`src/rtl/conv_ctrl_axi_lite_regs.sv`:
```
// AXI4-Lite control/status register bank for the 2D convolution filter:
// run/done FSM, double-buffered coefficient channels, sticky done interrupt, frame counter.
module conv_ctrl_axi_lite_regs #(
  parameter int ADDR_WIDTH = 6,
  parameter int NUM_CH     = 2,
  parameter int COEF_WIDTH = 18
) (
  input  logic                         clk,
  input  logic                         rst_n,
  input  logic [ADDR_WIDTH-1:0]        s_axi_awaddr,
  input  logic                         s_axi_awvalid,
  output logic                         s_axi_awready,
  input  logic [31:0]                  s_axi_wdata,
  input  logic [3:0]                   s_axi_wstrb,
  input  logic                         s_axi_wvalid,
  output logic                         s_axi_wready,
  output logic [1:0]                   s_axi_bresp,
  output logic                         s_axi_bvalid,
  input  logic                         s_axi_bready,
  input  logic [ADDR_WIDTH-1:0]        s_axi_araddr,
  input  logic                         s_axi_arvalid,
  output logic                         s_axi_arready,
  output logic [31:0]                  s_axi_rdata,
  output logic [1:0]                   s_axi_rresp,
  output logic                         s_axi_rvalid,
  input  logic                         s_axi_rready,
  input  logic                         tlast,
  output logic                         start,
  output logic                         run,
  output logic                         irq,
  output logic [NUM_CH*COEF_WIDTH-1:0] filter_weights
);
  localparam int WW = ADDR_WIDTH - 2;
  localparam logic [WW-1:0] A_CTRL = WW'(0);
  localparam logic [WW-1:0] A_STAT = WW'(1);
  localparam logic [WW-1:0] A_IRQ  = WW'(2);
  localparam logic [WW-1:0] A_FCNT = WW'(3);
  localparam logic [1:0] S_IDLE = 2'd0, S_RUN = 2'd1, S_DONE = 2'd2;
  localparam logic [1:0] OKAY = 2'b00, SLVERR = 2'b10;

  logic                                aw_held, w_held;
  logic [WW-1:0]                       aw_idx;
  logic [31:0]                         wdata_q, wmask;
  logic [3:0]                          wstrb_q;
  logic [1:0]                          state, nxt;
  logic                                auto_restart, irq_en, irq_stat;
  logic [31:0]                         frame_cnt;
  logic [NUM_CH-1:0][COEF_WIDTH-1:0]   shadow, weights;
  logic                                commit, wr_map, wr_ctrl, wr_irq;
  logic [NUM_CH-1:0]                   wr_filt;
  logic                                start_wr, abort_wr, done_evt;
  logic [WW-1:0]                       ar_idx;
  logic [31:0]                         rd_data;
  logic                                rd_err;
  logic                                unused_addr_bits;

  assign unused_addr_bits = ^{s_axi_awaddr[1:0], s_axi_araddr[1:0]};
  assign ar_idx = s_axi_araddr[ADDR_WIDTH-1:2];

  // Ready is withheld while a beat is held or a response is pending: one write in flight.
  assign s_axi_awready = !aw_held && !s_axi_bvalid;
  assign s_axi_wready  = !w_held && !s_axi_bvalid;
  assign s_axi_arready = !s_axi_rvalid;
  assign commit        = aw_held && w_held && !s_axi_bvalid;
  assign wmask = {{8{wstrb_q[3]}}, {8{wstrb_q[2]}}, {8{wstrb_q[1]}}, {8{wstrb_q[0]}}};

  always_comb begin
    wr_ctrl = (aw_idx == A_CTRL);
    wr_irq  = (aw_idx == A_IRQ);
    wr_filt = '0;
    for (int c = 0; c < NUM_CH; c++)
      if (aw_idx == WW'(4 + c)) wr_filt[c] = 1'b1;
    wr_map = wr_ctrl || wr_irq || (aw_idx == A_STAT) || (aw_idx == A_FCNT) || (|wr_filt);
  end

  assign start_wr = commit && wr_ctrl && wstrb_q[0] && wdata_q[0];
  assign abort_wr = commit && wr_ctrl && wstrb_q[0] && wdata_q[3];
  assign done_evt = (state == S_RUN) && tlast && !abort_wr;

  always_comb begin
    nxt = state;
    case (state)
      S_IDLE:  if (start_wr) nxt = S_RUN;
      S_RUN:   if (tlast) nxt = S_DONE;
      S_DONE:  if (start_wr || auto_restart) nxt = S_RUN;
      default: nxt = S_IDLE;
    endcase
    if (abort_wr) nxt = S_IDLE;
  end

  always_comb begin
    rd_data = 32'd0;
    rd_err  = 1'b0;
    case (ar_idx)
      A_CTRL: rd_data = {28'd0, 1'b0, irq_en, auto_restart, 1'b0};
      A_STAT: rd_data = {30'd0, state};
      A_IRQ:  rd_data = {31'd0, irq_stat};
      A_FCNT: rd_data = frame_cnt;
      default: begin
        rd_err = 1'b1;
        for (int c = 0; c < NUM_CH; c++)
          if (ar_idx == WW'(4 + c)) begin
            rd_data = 32'(shadow[c]);
            rd_err  = 1'b0;
          end
      end
    endcase
  end

  always_ff @(posedge clk) begin
    if (!rst_n) begin
      aw_held <= 1'b0; w_held <= 1'b0; aw_idx <= '0; wdata_q <= '0; wstrb_q <= '0;
      s_axi_bvalid <= 1'b0; s_axi_bresp <= OKAY;
      s_axi_rvalid <= 1'b0; s_axi_rdata <= '0; s_axi_rresp <= OKAY;
      state <= S_IDLE; auto_restart <= 1'b0; irq_en <= 1'b0; irq_stat <= 1'b0;
      frame_cnt <= '0; shadow <= '0; weights <= '0; start <= 1'b0;
    end else begin
      if (s_axi_awvalid && s_axi_awready) begin
        aw_held <= 1'b1;
        aw_idx  <= s_axi_awaddr[ADDR_WIDTH-1:2];
      end
      if (s_axi_wvalid && s_axi_wready) begin
        w_held  <= 1'b1;
        wdata_q <= s_axi_wdata;
        wstrb_q <= s_axi_wstrb;
      end
      if (commit) begin
        aw_held      <= 1'b0;
        w_held       <= 1'b0;
        s_axi_bvalid <= 1'b1;
        s_axi_bresp  <= wr_map ? OKAY : SLVERR;
        if (wr_ctrl && wstrb_q[0]) begin
          auto_restart <= wdata_q[1];
          irq_en       <= wdata_q[2];
        end
        for (int c = 0; c < NUM_CH; c++)
          if (wr_filt[c])
            shadow[c] <= COEF_WIDTH'((32'(shadow[c]) & ~wmask) | (wdata_q & wmask));
      end else if (s_axi_bvalid && s_axi_bready) begin
        s_axi_bvalid <= 1'b0;
      end
      // A completing frame outranks a same-cycle W1C so no done event is lost.
      if (done_evt) irq_stat <= 1'b1;
      else if (commit && wr_irq && wstrb_q[0] && wdata_q[0]) irq_stat <= 1'b0;
      if (done_evt) frame_cnt <= frame_cnt + 32'd1;
      state <= nxt;
      start <= (nxt == S_RUN) && (state != S_RUN);
      if ((nxt == S_RUN) && (state != S_RUN)) weights <= shadow;
      if (s_axi_arvalid && s_axi_arready) begin
        s_axi_rvalid <= 1'b1;
        s_axi_rdata  <= rd_data;
        s_axi_rresp  <= rd_err ? SLVERR : OKAY;
      end else if (s_axi_rvalid && s_axi_rready) begin
        s_axi_rvalid <= 1'b0;
      end
    end
  end

  assign run            = (state == S_RUN);
  assign irq            = irq_stat && irq_en;
  assign filter_weights = weights;
endmodule
```
`config.mk`:
```
export PLATFORM = sky130hd
export DESIGN_NAME = conv_ctrl_axi_lite_regs
export DESIGN_NICKNAME = d
export VERILOG_FILES = /design/src/rtl/conv_ctrl_axi_lite_regs.sv
export SDC_FILE = /design/constraint.sdc
export NUM_CORES = 1
export LEC_CHECK = 0
export BUFFER_PORTS_ARGS = -buffer_cell sky130_fd_sc_hd__buf_2
export CORE_MARGIN = 8
export CORE_UTILIZATION = 48
export DETAILED_ROUTE_END_ITERATION = 10
export MAX_ROUTING_LAYER = met4
export PLACE_DENSITY = 0.81
export REMOVE_ABC_BUFFERS = 1
export SLEW_MARGIN = 10
export SYNTH_ARGS = -nofsm -noshare
export SYNTH_HDL_FRONTEND = slang
export SYNTH_SLANG_ARGS = --single-unit
```
`constraint.sdc`:
```
create_clock -name clk -period 2.2 [get_ports clk]
set_input_delay 0.44 -clock clk [delete_from_list [all_inputs] [get_ports clk]]
set_output_delay 0.44 -clock clk [all_outputs]
set_load 0.01 [all_outputs]
```
==> impl_metrics.json, run 1 <==
{
  "fin_crit_ps": 2050,
  "io_buffers": 114,
  "dp_slack_ps": 159,
  "hp-class": "in -> reg",
  "syn_inst": 836,
  "worstHoldPathCells": 2,
  "final_net_count": 992,
  "grt_antenna_before_repair": 0,
  "grt-ovfl-total": 0,
  "clock_path_buffers": 2,
  "synth.cell_area_sq_um": 6840,
  "firstDrtPassIters": 8,
  "drive_gt1_share_pct": 19.2,
  "hpwl_microns": 11900,
  "run_status": "finished, final reports clean",
  "reg2reg_depth": 5,
  "drt_wl_total_microns": 17400,
  "ant_nets": 0,
  "reg2reg_from": "frame_cnt[5]",
  "fmax_mhz": 488,
  "rrSetupSlack_ps": 150,
  "drc": 0,
  "pin_count": 136,
  "wl_per_cell_microns": 15.4,
  "critPathCaptureType": "register",
  "hold-worst-slack_ps": 199,
  "grt_pass1_vias": 5709,
  "htreeDepth": 4,
  "slowest_stage": "or3_1",
  "period_share_pct": 93.2,
  "yosys_warnings": 0,
  "min_from": "s_axi_rready",
  "final_cell_mix": "173 x dfxtp_1, 154 x nand2_1, 114 x buf_2",
  "grt_pass1_wl_microns": 28200,
  "root_buffer": "clkbuf_16",
  "ctsResizeCount": 0,
  "vias_per_cell": 5.51,
  "avgSynthCellArea_sq_um": 8.18,
  "cts_tree": "done",
  "core_area_sq_um": 13900,
  "cts_setup_buffers": 0,
  "grt_usage_pct": 19.6,
  "clkSinkCount": 173,
  "rows": 43,
  "grt_setup_unrepaired": "no",
  "num_vias": 6213,
  "crit_path_max_fanout": 12,
  "startpoint_type": "register",
  "synth-async-reset-ratio_pct": 0,
  "synth_edf_count": 0,
  "die_h_microns": 135,
  "setup_viol": 0,
  "ys_seq_area_share_pct": 50.7,
  "r2r-end": "frame_cnt[28]",
  "cp.arrival_ps": 2410,
  "whs_endpoint": "s_axi_rvalid",
  "max_slew.worst_pin.slew_ps": 579,
  "final_common_cell": "dfxtp_1",
  "path_clk_slew_ps": 60,
  "final.setup.tns_ps": 0,
  "powerDensity_nw_per_um2": 813,
  "place_congestion": 0.857,
  "numCtsBuffers": 17,
  "grt_max_degree": 63,
  "start_util_pct": 49.2,
  "leakage_nw": 3.14,
  "max_stage_delay_ps": 470,
  "final_core_util_pct": 60.0,
  "cap_viol_max_count": 0,
  "dieArea_sq_um": 18300,
  "drt_iter0_drc": 535,
  "ctsHoldBuffers": 0,
  "finalClockSkew_ps": 14.9,
  "die_w_microns": 135,
  "slew_violations": 0,
  "clk_latency_ps": 430,
  "slew_headroom_pct": 61.3,
  "fin_ws_ps": 149,
  "irDropWorstVdd_mv": 0.632,
  "final_hold_viol_count": 0,
  "syn2layout_area_growth_pct": 21.9,
  "synth-main-ff-cell": "dfxtp_1",
  "critical_path.cell_chain": "nand4_2, nor4_4, nand4_1, or3_1, a21oi_1",
  "cp_data_required_time_ps": 2560,
  "worstSetupPathType": "reg -> reg",
  "ys_types": 44,
  "n_antenna_cell": 0,
  "synth-seq-cells": 173
}
[worst max-delay path by stage]
stage | cells after the start | startpoint | endpoint | slack [ps]
6_report | 5 | frame_cnt[5] | frame_cnt[28] | 150
5_1_grt | 5 | frame_cnt[6] | frame_cnt[28] | 5
4_1_cts | 5 | frame_cnt[4] | frame_cnt[28] | 140
3_5_place_dp | 5 | frame_cnt[4] | frame_cnt[28] | 160
3_3_place_gp | 5 | frame_cnt[4] | frame_cnt[26] | 230
2_1_floorplan | 4 | wstrb_q[0] | filter_weights[0] | -580
[power by group]
| part | switching (W) | total [W] | internal, W |
|---|---|---|---|
| Clock | 0.00123 | 0.00313 | 0.00190 |
| Sequential | 0.0000528 | 0.00325 | 0.00320 |
| Combinational | 0.000251 | 0.000394 | 0.000143 |
| Total | 0.00153 | 0.00678 | 0.00524 |
[synth_stat cells, types with 3 or more instances]
cell type | instances | share of area (%)
a211oi_1 | 17 | 1.9
a21oi_1 | 100 | 7.3
a222oi_1 | 15 | 2.2
and2_1 | 5 | 0.46
and3_1 | 5 | 0.46
buf_1 | 5 | 0.27
buf_2 | 7 | 0.51
clkbuf_1 | 51 | 2.8
dfxtp_1 | 173 | 51
inv_1 | 9 | 0.49
mux2i_1 | 7 | 1.0
nand2_1 | 154 | 8.5
nand3_1 | 104 | 7.6
nand4_1 | 9 | 0.82
nand4b_1 | 3 | 0.38
nor2_1 | 50 | 2.7
nor3_1 | 4 | 0.29
o21ai_0 | 56 | 4.1
or3_1 | 16 | 1.5
xnor2_1 | 6 | 0.77
xor2_1 | 9 | 1.2
[metal layers]
metal / routed length [microns] / GRT usage [%] / vias to the layer above
met4: 246 / 6.66 / 0
li1: - / - / 3136
met2: 8420 / 31.0 / 188
met5: 0 / - / -
met3: 1160 / 4.56 / 23
met1: 7590 / 24.1 / 2866
[cell families after synthesis]
family | count (synthesis) | share of synthesized area, %
AO/OA/AOI/OAI | 196 | 16.6
flip-flops | 173 | 50.7
XOR/XNOR | 15 | 1.92
adder cells (fa/ha/maj) | 1 | 0.183
AND/OR/NAND/NOR | 369 | 25.3
buffers and inverters | 74 | 4.30
multiplexers | 7 | 1.03
other | 1 | 0.0549
[layout make-up]
type	count	area [sq um]
inverter	9	35.0
sequential	173	3460
fill	1224	5550
timing repair buffer	144	883
tap	180	225
clock buffer	18	429
multi-input combinational	590	3100
clock inverter	14	193
[per-stage QoR]
step | area (sq um) | cells | total power, W
CTS | 8330 | 1128 | 0.00682
global route | 8330 | 1128 | 0.00702
floorplan | 6580 | 772 | 0.00350
detailed placement | 7710 | 1096 | 0.00371
finish | 8330 | 1128 | 0.00678
global placement | 7710 | 1096 | 0.00370
[critical path, delay by kind of cell, from the launching register on]
family           cells  cell delay [ps]
AO/OA/AOI/OAI        1              140
AND/OR/NAND/NOR      4             1430
flip-flops           1              410
(Power assumes the default switching activity.)
==> inputs of run 2 (changes only) <==
- REMOVE_ABC_BUFFERS: 1 -> not set
==> impl_metrics.json, run 2 (same netlist as run 1, synthesis figures left out) <==
{
  "run_status": "finished, final reports clean",
  "drive_gt1_share_pct": 19.2,
  "hpwl_microns": 12800,
  "cp.arrival_ps": 2320,
  "drc": 0,
  "max_stage_delay_ps": 450,
  "placed_area_sq_um": 7670,
  "ant_nets": 0,
  "grt_antenna_before_repair": 0,
  "num_vias": 6301,
  "numCtsBuffers": 17,
  "clock_path_buffers": 2,
  "cts_tree": "done",
  "critPathCaptureType": "register",
  "slowest_stage": "dfxtp_1",
  "clk_latency_ps": 430,
  "final_common_cell": "dfxtp_1",
  "crit_family": "simple AND/OR/NAND/NOR gates",
  "final_cell_mix": "173 x dfxtp_1, 154 x nand2_1, 114 x buf_2",
  "drt_iter0_drc": 536,
  "n_antenna_cell": 0,
  "swShare_pct": 23.6,
  "grt-ovfl-total": 0,
  "final_net_count": 991,
  "grt_pass1_vias": 5815,
  "place_congestion": 0.847,
  "powerDensity_nw_per_um2": 812,
  "final_cell_area_sq_um": 8290,
  "io_buffers": 114,
  "die_w_microns": 135,
  "firstDrtPassIters": 7,
  "finalClockSkew_ps": 11.0,
  "pin_count": 136,
  "clkSinkCount": 173,
  "grt_setup_unrepaired": "no",
  "hold-worst-slack_ps": 231,
  "drt_wl_total_microns": 18000,
  "path_clk_slew_ps": 70,
  "cp_data_required_time_ps": 2560,
  "final_core_util_pct": 59.7,
  "worstSetupPathType": "reg -> reg",
  "internal_power_w": 0.00514,
  "irDropWorstVdd_mv": 0.583,
  "core_area_sq_um": 13900,
  "grt_usage_pct": 20.1,
  "period_share_pct": 89.0,
  "clockPowerShare_pct": 46.0,
  "grt_max_degree": 78,
  "startpoint_type": "register",
  "final.setup.tns_ps": 0,
  "cts_setup_buffers": 0,
  "ctsHoldBuffers": 0,
  "slew_headroom_pct": 51.2,
  "setup_viol": 0,
  "die_h_microns": 135,
  "rows": 43,
  "combinationalPowerShare_pct": 5.6,
  "htreeDepth": 4,
  "wl_per_cell_microns": 15.9,
  "slew_violations": 0,
  "fmax_mhz": 511,
  "leakage_nw": 3.12,
  "fin_crit_ps": 1960,
  "grt_pass1_wl_microns": 29000,
  "vias_per_cell": 5.59,
  "critical_path.cell_chain": "nand4_2, nor4_4, nand4_1, buf_4, or3_1, a21oi_1",
  "seq_power_share_pct": 48.3,
  "fill_cells": 1243,
  "ctsResizeCount": 0,
  "path_buf_inv": 1,
  "max_slew.worst_pin.slew_ps": 732,
  "hp-class": "in -> reg",
  "final_hold_viol_count": 0,
  "cap_viol_max_count": 0,
  "syn2layout_area_growth_pct": 21.3,
  "dieArea_sq_um": 18300,
  "start_util_pct": 49.2,
  "p_sw_w": 0.00159,
  "root_buffer": "clkbuf_16",
  "crit_path_max_fanout": 11
}
## run 2: cell count changes in the layout (fill, tap and decap cells not counted), sizes merged
cell / change
buf: -1
bufinv: -1
clkbuf: -1
clkinv: +1
clkinvlp: -1
inv: +2
## run 2: through the flow
stage	instances	setup WS, ps	total power [W]
detailed placement	1094	123	0.00370
global route	1127	70.8	0.00695
finish	1127	242	0.00673
CTS	1126	104	0.00677
floorplan	837	306	0.00354
global placement	1094	165	0.00369
## run 2: cell type report
cell class                 instances  area (sq um)  share of cell area (%)
tap                              180           225                    2.72
sequential                       173          3460                    41.8
multi-input combinational        590          3100                    37.4
inverter                           9          35.0                   0.423
clock inverter                    15           188                    2.26
timing repair buffer             143           851                    10.3
clock buffer                      17           425                    5.13
## run 2: final timing paths
check        cells after the start  slack (ps)            start              end
max reg2reg                      6         240     frame_cnt[3]    frame_cnt[24]
min reg2reg                      2         450  s_axi_rdata[24]  s_axi_rdata[24]
max                              6         240     frame_cnt[3]    frame_cnt[24]
min                              2         230     s_axi_rready     s_axi_rvalid
## run 2: power by group through the flow
stage | clock network [W] | logic [W] | registers [W]
2_1_floorplan | 0 | 0.000225 | 0.00332
5_1_grt | 0.00327 | 0.000423 | 0.00326
3_5_place_dp | 0 | 0.000380 | 0.00332
4_1_cts | 0.00314 | 0.000382 | 0.00325
3_3_place_gp | 0 | 0.000376 | 0.00332
6_report | 0.00310 | 0.000379 | 0.00325
## run 2: metal layers
| metal | vias to the layer above | part of all wire (%) | track usage (%) |
|---|---|---|---|
| met4 | 0 | 2.9 | 9.25 |
| met3 | 38 | 6.0 | 4.41 |
| met1 | 2916 | 43 | 24.7 |
| li1 | 3130 | - | - |
| met2 | 217 | 48 | 31.1 |
| met5 | - | 0 | - |
